### src/rtl/video_pkg.sv
// Shared types for the post-palette video blender: blend mode select and 24-bit RGB pixel.
package video_pkg;

    localparam int PIX_W = 8;

    typedef enum logic [1:0] {
        BLEND_OFF   = 2'd0,
        BLEND_HALF  = 2'd1,
        BLEND_ADAPT = 2'd2,
        BLEND_3Q    = 2'd3
    } blend_mode_t;

    typedef struct packed {
        logic [PIX_W-1:0] r;
        logic [PIX_W-1:0] g;
        logic [PIX_W-1:0] b;
    } rgb_t;

    localparam rgb_t RGB_BLACK = '0;

endpackage

### src/rtl/video_blend_if.sv
// Pixel bus between the 7800 video mux and the blender, plus the blended output bus.
interface video_blend_if #(
    parameter int COLOR_W = 8
);
    logic [1:0]         blend_mode;
    logic [COLOR_W-1:0] in_red;
    logic [COLOR_W-1:0] in_green;
    logic [COLOR_W-1:0] in_blue;
    logic               in_hsync;
    logic               in_vsync;
    logic               in_hblank;
    logic               in_vblank;
    logic               in_pix_ce;
    logic [COLOR_W-1:0] red;
    logic [COLOR_W-1:0] green;
    logic [COLOR_W-1:0] blue;
    logic               hsync;
    logic               vsync;
    logic               hblank;
    logic               vblank;
    logic               pix_ce;

    modport master (
        output blend_mode, in_red, in_green, in_blue,
               in_hsync, in_vsync, in_hblank, in_vblank, in_pix_ce,
        input  red, green, blue, hsync, vsync, hblank, vblank, pix_ce
    );

    modport slave (
        input  blend_mode, in_red, in_green, in_blue,
               in_hsync, in_vsync, in_hblank, in_vblank, in_pix_ce,
        output red, green, blue, hsync, vsync, hblank, vblank, pix_ce
    );
endinterface

### src/rtl/video_blend_rgb_mix.sv
// Per-channel weighted average of two pixels: (a+b)>>1 or (3a+b)>>2, truncating.
module rgb_mix
    import video_pkg::*;
(
    input  rgb_t a,
    input  rgb_t b,
    input  logic sel_3q,
    output rgb_t y
);

    function automatic logic [PIX_W-1:0] mix_ch(
        input logic [PIX_W-1:0] ca,
        input logic [PIX_W-1:0] cb,
        input logic             q3
    );
        logic [PIX_W+1:0] sum;
        sum = {2'b00, ca} + {2'b00, cb};
        if (q3) begin
            // 3a+b peaks at 4*max, so two guard bits are enough
            sum = sum + {1'b0, ca, 1'b0};
            return sum[PIX_W+1:2];
        end
        return sum[PIX_W:1];
    endfunction

    assign y.r = mix_ch(a.r, b.r, sel_3q);
    assign y.g = mix_ch(a.g, b.g, sel_3q);
    assign y.b = mix_ch(a.b, b.b, sel_3q);

endmodule

### src/rtl/video_blend.sv
// Horizontal composite-smear blender: mixes each pixel with its left neighbour(s)
// according to a per-line latched OSD mode; all outputs are one clock behind the mux.
module video_blend
    import video_pkg::*;
#(
    parameter int COLOR_W     = PIX_W,
    parameter bit BLANK_BLACK = 1'b1
) (
    input  logic          clk_sys,
    input  logic          reset,
    video_blend_if.slave  vif
);

    rgb_t        cur, h1, h2, mixed, blended, out_rgb, rgb_q;
    logic [1:0]  vcnt;
    blend_mode_t mode_l;
    logic        blank;
    logic        hsync_q, vsync_q, hblank_q, vblank_q, pix_ce_q;

    assign cur = {vif.in_red, vif.in_green, vif.in_blue};

    rgb_mix u_mix (
        .a      (cur),
        .b      (h1),
        .sel_3q (mode_l == BLEND_3Q),
        .y      (mixed)
    );

    always_comb begin
        blended = cur;
        case (mode_l)
            BLEND_HALF, BLEND_3Q: if (vcnt != 2'd0) blended = mixed;
            // only smear a true A-B-A alternation, leaving flat runs and edges sharp
            BLEND_ADAPT: if (vcnt == 2'd2 && cur == h2 && cur != h1) blended = mixed;
            default: blended = cur;
        endcase
    end

    assign blank   = BLANK_BLACK && (vif.in_hblank || vif.in_vblank);
    assign out_rgb = blank ? RGB_BLACK : blended;

    always_ff @(posedge clk_sys or posedge reset) begin
        if (reset) begin
            rgb_q    <= RGB_BLACK;
            hsync_q  <= 1'b0;
            vsync_q  <= 1'b0;
            hblank_q <= 1'b0;
            vblank_q <= 1'b0;
            pix_ce_q <= 1'b0;
            h1       <= RGB_BLACK;
            h2       <= RGB_BLACK;
            vcnt     <= 2'd0;
            mode_l   <= BLEND_OFF;
        end else begin
            pix_ce_q <= vif.in_pix_ce;
            if (vif.in_pix_ce) begin
                rgb_q    <= out_rgb;
                hsync_q  <= vif.in_hsync;
                vsync_q  <= vif.in_vsync;
                hblank_q <= vif.in_hblank;
                vblank_q <= vif.in_vblank;
                if (vif.in_hblank) begin
                    // line restart: the only place the mode may change
                    vcnt   <= 2'd0;
                    mode_l <= blend_mode_t'(vif.blend_mode);
                end else begin
                    h2 <= h1;
                    h1 <= cur;
                    if (vcnt != 2'd2) vcnt <= vcnt + 2'd1;
                end
            end
        end
    end

    assign vif.red    = rgb_q.r;
    assign vif.green  = rgb_q.g;
    assign vif.blue   = rgb_q.b;
    assign vif.hsync  = hsync_q;
    assign vif.vsync  = vsync_q;
    assign vif.hblank = hblank_q;
    assign vif.vblank = vblank_q;
    assign vif.pix_ce = pix_ce_q;

endmodule

### src/flat_wrapper.sv
// flat-port wrapper written by rule: the top's interface ports become plain ports
module video_blend_flat import video_pkg::*;
#(
    parameter int COLOR_W     = PIX_W,
    parameter bit BLANK_BLACK = 1'b1
)
  (clk_sys, reset, vif_blend_mode, vif_in_red, vif_in_green, vif_in_blue, vif_in_hsync, vif_in_vsync, vif_in_hblank, vif_in_vblank, vif_in_pix_ce, vif_red, vif_green, vif_blue, vif_hsync, vif_vsync, vif_hblank, vif_vblank, vif_pix_ce);
  video_blend_if #(.COLOR_W(COLOR_W)) vif_i ();
  input  logic clk_sys;
  input  logic reset;
  input wire logic [$bits(vif_i.blend_mode)-1:0] vif_blend_mode;
  input wire logic [$bits(vif_i.in_red)-1:0] vif_in_red;
  input wire logic [$bits(vif_i.in_green)-1:0] vif_in_green;
  input wire logic [$bits(vif_i.in_blue)-1:0] vif_in_blue;
  input wire logic [$bits(vif_i.in_hsync)-1:0] vif_in_hsync;
  input wire logic [$bits(vif_i.in_vsync)-1:0] vif_in_vsync;
  input wire logic [$bits(vif_i.in_hblank)-1:0] vif_in_hblank;
  input wire logic [$bits(vif_i.in_vblank)-1:0] vif_in_vblank;
  input wire logic [$bits(vif_i.in_pix_ce)-1:0] vif_in_pix_ce;
  output wire logic [$bits(vif_i.red)-1:0] vif_red;
  output wire logic [$bits(vif_i.green)-1:0] vif_green;
  output wire logic [$bits(vif_i.blue)-1:0] vif_blue;
  output wire logic [$bits(vif_i.hsync)-1:0] vif_hsync;
  output wire logic [$bits(vif_i.vsync)-1:0] vif_vsync;
  output wire logic [$bits(vif_i.hblank)-1:0] vif_hblank;
  output wire logic [$bits(vif_i.vblank)-1:0] vif_vblank;
  output wire logic [$bits(vif_i.pix_ce)-1:0] vif_pix_ce;
  assign vif_i.blend_mode = vif_blend_mode;
  assign vif_i.in_red = vif_in_red;
  assign vif_i.in_green = vif_in_green;
  assign vif_i.in_blue = vif_in_blue;
  assign vif_i.in_hsync = vif_in_hsync;
  assign vif_i.in_vsync = vif_in_vsync;
  assign vif_i.in_hblank = vif_in_hblank;
  assign vif_i.in_vblank = vif_in_vblank;
  assign vif_i.in_pix_ce = vif_in_pix_ce;
  assign vif_red = vif_i.red;
  assign vif_green = vif_i.green;
  assign vif_blue = vif_i.blue;
  assign vif_hsync = vif_i.hsync;
  assign vif_vsync = vif_i.vsync;
  assign vif_hblank = vif_i.hblank;
  assign vif_vblank = vif_i.vblank;
  assign vif_pix_ce = vif_i.pix_ce;
  video_blend #(.COLOR_W(COLOR_W), .BLANK_BLACK(BLANK_BLACK)) u_core (.clk_sys(clk_sys), .reset(reset), .vif(vif_i));
endmodule
### config.mk
export PLATFORM = sky130hd
export DESIGN_NAME = video_blend_flat
export DESIGN_NICKNAME = d
export VERILOG_FILES = /design/src/rtl/video_pkg.sv /design/src/rtl/video_blend_if.sv /design/src/rtl/video_blend_rgb_mix.sv /design/src/rtl/video_blend.sv /design/src/flat_wrapper.sv
export SDC_FILE = /design/constraint.sdc
export NUM_CORES = 1
export LEC_CHECK = 0
export CELL_PAD_IN_SITES_DETAIL_PLACEMENT = 0
export CELL_PAD_IN_SITES_GLOBAL_PLACEMENT = 1
export CORE_ASPECT_RATIO = 0.5
export CORE_MARGIN = 1
export CORE_UTILIZATION = 46
export DETAILED_ROUTE_END_ITERATION = 8
export GPL_ROUTABILITY_DRIVEN = 0
export PLACE_DENSITY = 0.94
export SYNTH_ARGS = -nofsm -noshare
export SYNTH_HDL_FRONTEND = slang
export SYNTH_SLANG_ARGS = --single-unit
### constraint.sdc
create_clock -name clk_sys -period 7.4 [get_ports clk_sys]
set_input_delay 1.48 -clock clk_sys [delete_from_list [all_inputs] [get_ports clk_sys]]
set_output_delay 1.48 -clock clk_sys [all_outputs]
set_load 0.05 [all_outputs]
Word level (Yosys, flattened, before mapping)
Index checks and enable logic that the tools add are counted.

storage, ports and cells
  bits in registers = 81
  bits of input ports = 33
  logic and storage cells = 56

operators by class
  add/subtract/negate cells = 7
  equality and inequality tests = 7
  multiplexer cells = 16
  bitwise gates (word level) = 1
  reduce and logical (&&, ||, !) cells = 9

operators by type and width
  operator               number
  $mux W24               3
  $mux W8                6
  $pmux W24 S2           1
  $add A9 B9 Y10         3
  $add A8 B8 Y9          3
  $mux W9                3
  $eq A24 B24 Y1         1
  $ne A24 B24 Y1         1
  $eq A2 B2 Y1 const B   3
  $reduce_and A2 Y1      3
  $mux W2                2
  $reduce_bool A2 Y1     2
  $add A2 B1 Y2 const B  1
  $eq A2 B1 Y1 const B   1
  $logic_and A1 B1 Y1    2
  $ne A2 B2 Y1 const B   1
  $reduce_or A2 Y1       1
  $logic_or A1 B1 Y1     1
  $mux W1                1
  $not A1 Y1             1

Longest topological paths before layout
  depth in word-level cells = 7
  gate-level depth with buffers = 16
  gate-level depth less buffers = 16

By module
Synthesis repeated with hierarchy kept, for this count alone.

second synthesis, totals
  cells, all modules = 876
  area total of the unflattened synthesis = 7319.5 um^2

modules (own cells, without submodules)
  module       instances  cells an instance  area an instance (um^2)  sequential area each (um^2)
  video_blend  1          563                4932.2                   2026.9
  rgb_mix      1          313                2387.3                   0.0

Worst setup path after synthesis
Ideal clock, no wire load.

  kind = input -> register
  from = in vif_in_blue[0]
  to = reg u_core.rgb_q (netlist bit u_core.vif.blue[6])
  arrival time = 3.919 ns
  setup slack = 3.341 ns
  stages = 16
  buffers on the path = 0
  cell sequence = ha_1 inv_1 fa_1 nor2b_1 o21a_1 o21ai_0 a21o_1 nor2_1 ha_1 nand3_1 nand2_1 o21ai_0 a21oi_1 or3_1 a21boi_0 o32ai_1

between the ends
  word-level cells in the longest chain between the ends = 7
  elaborated cells on any way between the ends = 13
  classes of those cells = add/sub (2); eq/ne (2); mux (7); reduce/logical (2)

RTL lines
  element                             RTL line                              RTL
  from (decl)                         flat_wrapper.sv:14                    input wire logic [$bits(vif_i.in_blue)-1:0] vif_in_blue;
  $add A8 B8 Y9                       video_blend_rgb_mix.sv:17             sum = {2'b00, ca} + {2'b00, cb};
  $add A9 B9 Y10                      video_blend_rgb_mix.sv:20             sum = sum + {1'b0, ca, 1'b0};
  $mux W9 or $mux W8 (tied branches)  video_blend_rgb_mix.sv:18             if (q3) begin
  $mux W8                             video_blend_rgb_mix.sv:23             return sum[PIX_W:1];
  $mux W24, on equally long branches  video_blend.sv:34, video_blend.sv:32
  $pmux W24 S2 (*)                    video_blend.sv:31                     case (mode_l)
  $mux W24 (*)                        video_blend.sv:40                     assign out_rgb = blank ? RGB_BLACK : blended;
  to (signal assigned)                video_blend.sv:57                     rgb_q <= out_rgb;
  to (decl)                           video_blend.sv:14                     rgb_t cur, h1, h2, mixed, blended, out_rgb, rgb_q;

Mark *: on every way between the ends. The rest lies on a longest branch, timed or not. The select of a mux whose other input is x is not followed.
A chain may end at the register's enable or synchronous reset.

Worst setup path after layout
  from = in vif_in_red[0]
  to = reg u_core.rgb_q (netlist bit u_core.vif.red[5])

between the ends
  word-level cells in the longest chain between the ends = 7
  elaborated cells on any way between the ends = 13
  classes of those cells = add/sub (2); eq/ne (2); mux (7); reduce/logical (2)

RTL lines
  element                             RTL line                              RTL
  from (decl)                         flat_wrapper.sv:12                    input wire logic [$bits(vif_i.in_red)-1:0] vif_in_red;
  $add A8 B8 Y9                       video_blend_rgb_mix.sv:17
  $add A9 B9 Y10                      video_blend_rgb_mix.sv:20
  $mux W9 or $mux W8 (tied branches)  video_blend_rgb_mix.sv:18
  $mux W8                             video_blend_rgb_mix.sv:23
  $mux W24, on equally long branches  video_blend.sv:34, video_blend.sv:32
  $pmux W24 S2 (*)                    video_blend.sv:31
  $mux W24 (*)                        video_blend.sv:40

Marks and branches as above.

==> results.cfg <==
[clocking]
cts_buffers = 9
clock_latency_ns = 0.35
clkTransAtPathRegs_ns = 0.06
clockBufferDepth = 2
cts_tree = yes
ctsHoldBuffers = 0
cts_setup_buffers = 0
htree_levels = 3
root_buffer = clkbuf_16
cts_resized = 0
clock-sinks = 81

[final_layout]
area_delta_synth_final_pct = 18.8
drive_gt1_frac = 0.128
fin_nets = 732
final_cell_count_no_fill = 814
final_cell_mix = dfrtp_1 (81), clkdlybuf4s50_1 (61), mux2_2 (51)
layout_commonest_cell = dfrtp_1
num_antenna_cells = 0

[yosys]
synth_area_um2 = 5930
ys_seq_area_frac = 0.342
synth_cell_type_count = 59
ys_async_sr_fraction = 1.00
synth_warnings = 0
synth.avg_cell_area_um2 = 10.1
synth_cells = 588
synth_ff_type = dfrtp_1
syn_nets = 676
synth-edff-count = 0
synth-seq-cells = 81

[global_route]
grt_pass1_vias = 4749
overflow = 0
grt_pass1_wl_um = 25000
grt_start_max_net_pins = 82
gr-usage-all-layers = 0.247
antenna_found_initial = 0

[critical_path]
cp_data_arrival_time_ns = 5.04
setup.worst_path.class = in2reg
cp.depth = 16
critPathBufInv = 2
path_delay_family = compound AO/OA/AOI/OAI gates
crit_path_end_kind = flop
crit_path_start_kind = primary input
path_cells = clkdlybuf4s50_1 -> ha_1 -> inv_1 -> fa_1 -> nor2b_1 -> o21ai_0 -> nor2b_1 -> xnor2_1 -> ha_1 -> o21a_1 -> o31a_1 -> o31a_1 -> a211oi_1 -> a31o_2 -> mux2i_1 -> o221ai_1
crit_fanout = 7
max_stage_delay_ns = 0.64
crit_required_ns = 7.65
reg2reg_depth = 15
cp_slowest_cell = clkdlybuf4s50_1

[timing]
fmax_mhz = 209
finalClockSkew_ns = 0.00491
timing.final.ws_setup_ns = 2.61
final.period_utilization = 0.647
finalMaxSlewViolations = 0
setup_viol = 0
fin_crit_ns = 4.79
rsz0062_at_grt = false
setup_tns_ns = 0
max-slew-margin-rel = 0.293
timing_hold_violations_final = 0
tightest_slew_ns = 1.06

[die]
dieWidth_um = 163
initial_core_util = 0.486
fp.dieH_um = 82.3
io_pins = 62
dieArea_um2 = 13400
core_um2 = 12200
rows = 28

[route]
wl_um = 15500
initialDrtViolationCount = 356
vias = 4826
ant_nets = 0
dr.pass1.iters = 5
drc_errors = 0
wl_per_cell_um = 19.1
viasPerCell = 5.93

[placed_design]
place_ws_ns = 2.35
post-dp-hpwl_um = 11300
placedCellCount = 798
port_buffers = 61

[pwr]
p_leak_nw = 3.10
ir_drop_v = 0.000118
power-per-cell-area_nw_per_um2 = 280

[job]
cap_violations = 0

[worst_hold_path]
hold_depth = 1
hp-class = reg2reg

[status]
status = complete, no violations
-- per-layer routing --
metal	share of wire	global-route usage
met1	0.47	0.327
met2	0.44	0.399
met3	0.062	0.0574
met4	0.022	0.0925
met5	0	0
-- registers in the layout (all words and copies together) (netlist names) --
signal             flops
u_core.vif.pix_ce      1
u_core.vif.green       8
u_core.h2             24
u_core.vif.vblank      1
u_core.vif.vsync       1
u_core.vif.hsync       1
u_core.vcnt            2
u_core.mode_l          2
u_core.vif.blue        8
u_core.vif.red         8
u_core.h1             24
u_core.vif.hblank      1
-- cell usage after synthesis (3+ instances only) --
master	instances	area (um^2)
dfrtp_1	81	2030
mux2_2	51	574
ha_1	49	613
o21ai_0	42	210
a21oi_1	33	165
inv_1	30	113
xor2_1	28	245
mux2i_1	26	260
nor2_1	24	90.1
xnor2_1	21	184
clkbuf_1	18	67.6
nand2_1	17	63.8
a21o_1	16	120
nor2b_1	13	81.3
nor4_1	11	68.8
nor3_1	10	50.1
o21a_1	8	60.1
a211oi_1	7	52.6
nand2b_1	7	43.8
o2bb2ai_1	7	61.3
a211o_1	6	52.6
a221oi_1	6	52.6
fa_1	6	120
and3_1	5	31.3
nand3_1	5	25.0
o221ai_1	5	43.8
o31ai_1	5	37.5
and2_1	3	18.8
nor3b_1	3	22.5
o21bai_1	3	22.5
o31a_1	3	26.3
or3_1	3	18.8
-- cell type report --
type                       count  area (um^2)
multi-input combinational    455         3700
timing repair buffer          66          648
fill                        1048         5150
inverter                      31          118
clock buffer                  12          267
tap                          165          206
sequential                    81         2030
clock inverter                 4         73.8
-- where the power goes --
part	internal [mW]	total, mW	leakage [nW]	switching (mW)
clock network	0.323	0.509	0.169	0.186
registers	0.517	0.575	0.999	0.0583
logic	0.382	0.891	1.94	0.509
total	1.22	1.97	3.10	0.753
-- cell families (layout without fill, tap and decap cells) --
group,count (synthesis),count (layout),share of synthesized area
fa+ha+maj,55,55,0.124
buf+inv,52,113,0.0355
flops,81,81,0.342
simple gates,114,114,0.106
compound gates,160,160,0.180
mux,77,77,0.141
xor+xnor,49,49,0.0724
-- final timing paths --
path	endpoint	slack, ns	startpoint
setup / recovery	u_core.vif.red[5]	2.61	vif_in_red[0]
hold / removal	u_core.vif.blue[0]	0.48	u_core.vif.blue[0]
setup reg to reg	u_core.vif.red[5]	4.07	u_core.h1[16]
hold reg to reg	u_core.vif.blue[0]	0.48	u_core.vif.blue[0]
max in group asynchronous	u_core.vif.blue[0]	4.93	reset
min in group asynchronous	u_core.h1[11]	1.78	reset
-- per-stage QoR --
step	utilization	hold WS [ns]	instance area [um^2]	power, mW
2_1_floorplan	-	0.491	5930	1.23
3_3_place_gp	0.550	0.462	6700	1.43
3_5_place_dp	0.550	0.468	6700	1.45
4_1_cts	0.578	0.482	7040	1.98
5_1_grt	0.578	0.502	7040	2.09
6_report	0.578	0.478	7040	1.97
-- worst register-to-register path, cell delays in order (launching register included) --
cell and delay [ns]:
dfrtp_1 0.37, ha_1 0.21, inv_1 0.08, fa_1 0.43
nor2b_1 0.13, o21ai_0 0.10, nor2b_1 0.15, xnor2_1 0.19
ha_1 0.31, o21a_1 0.20, o31a_1 0.12, o31a_1 0.26
a211oi_1 0.26, a31o_2 0.21, mux2i_1 0.09, o221ai_1 0.16
Power figures use the tool's default switching activity.
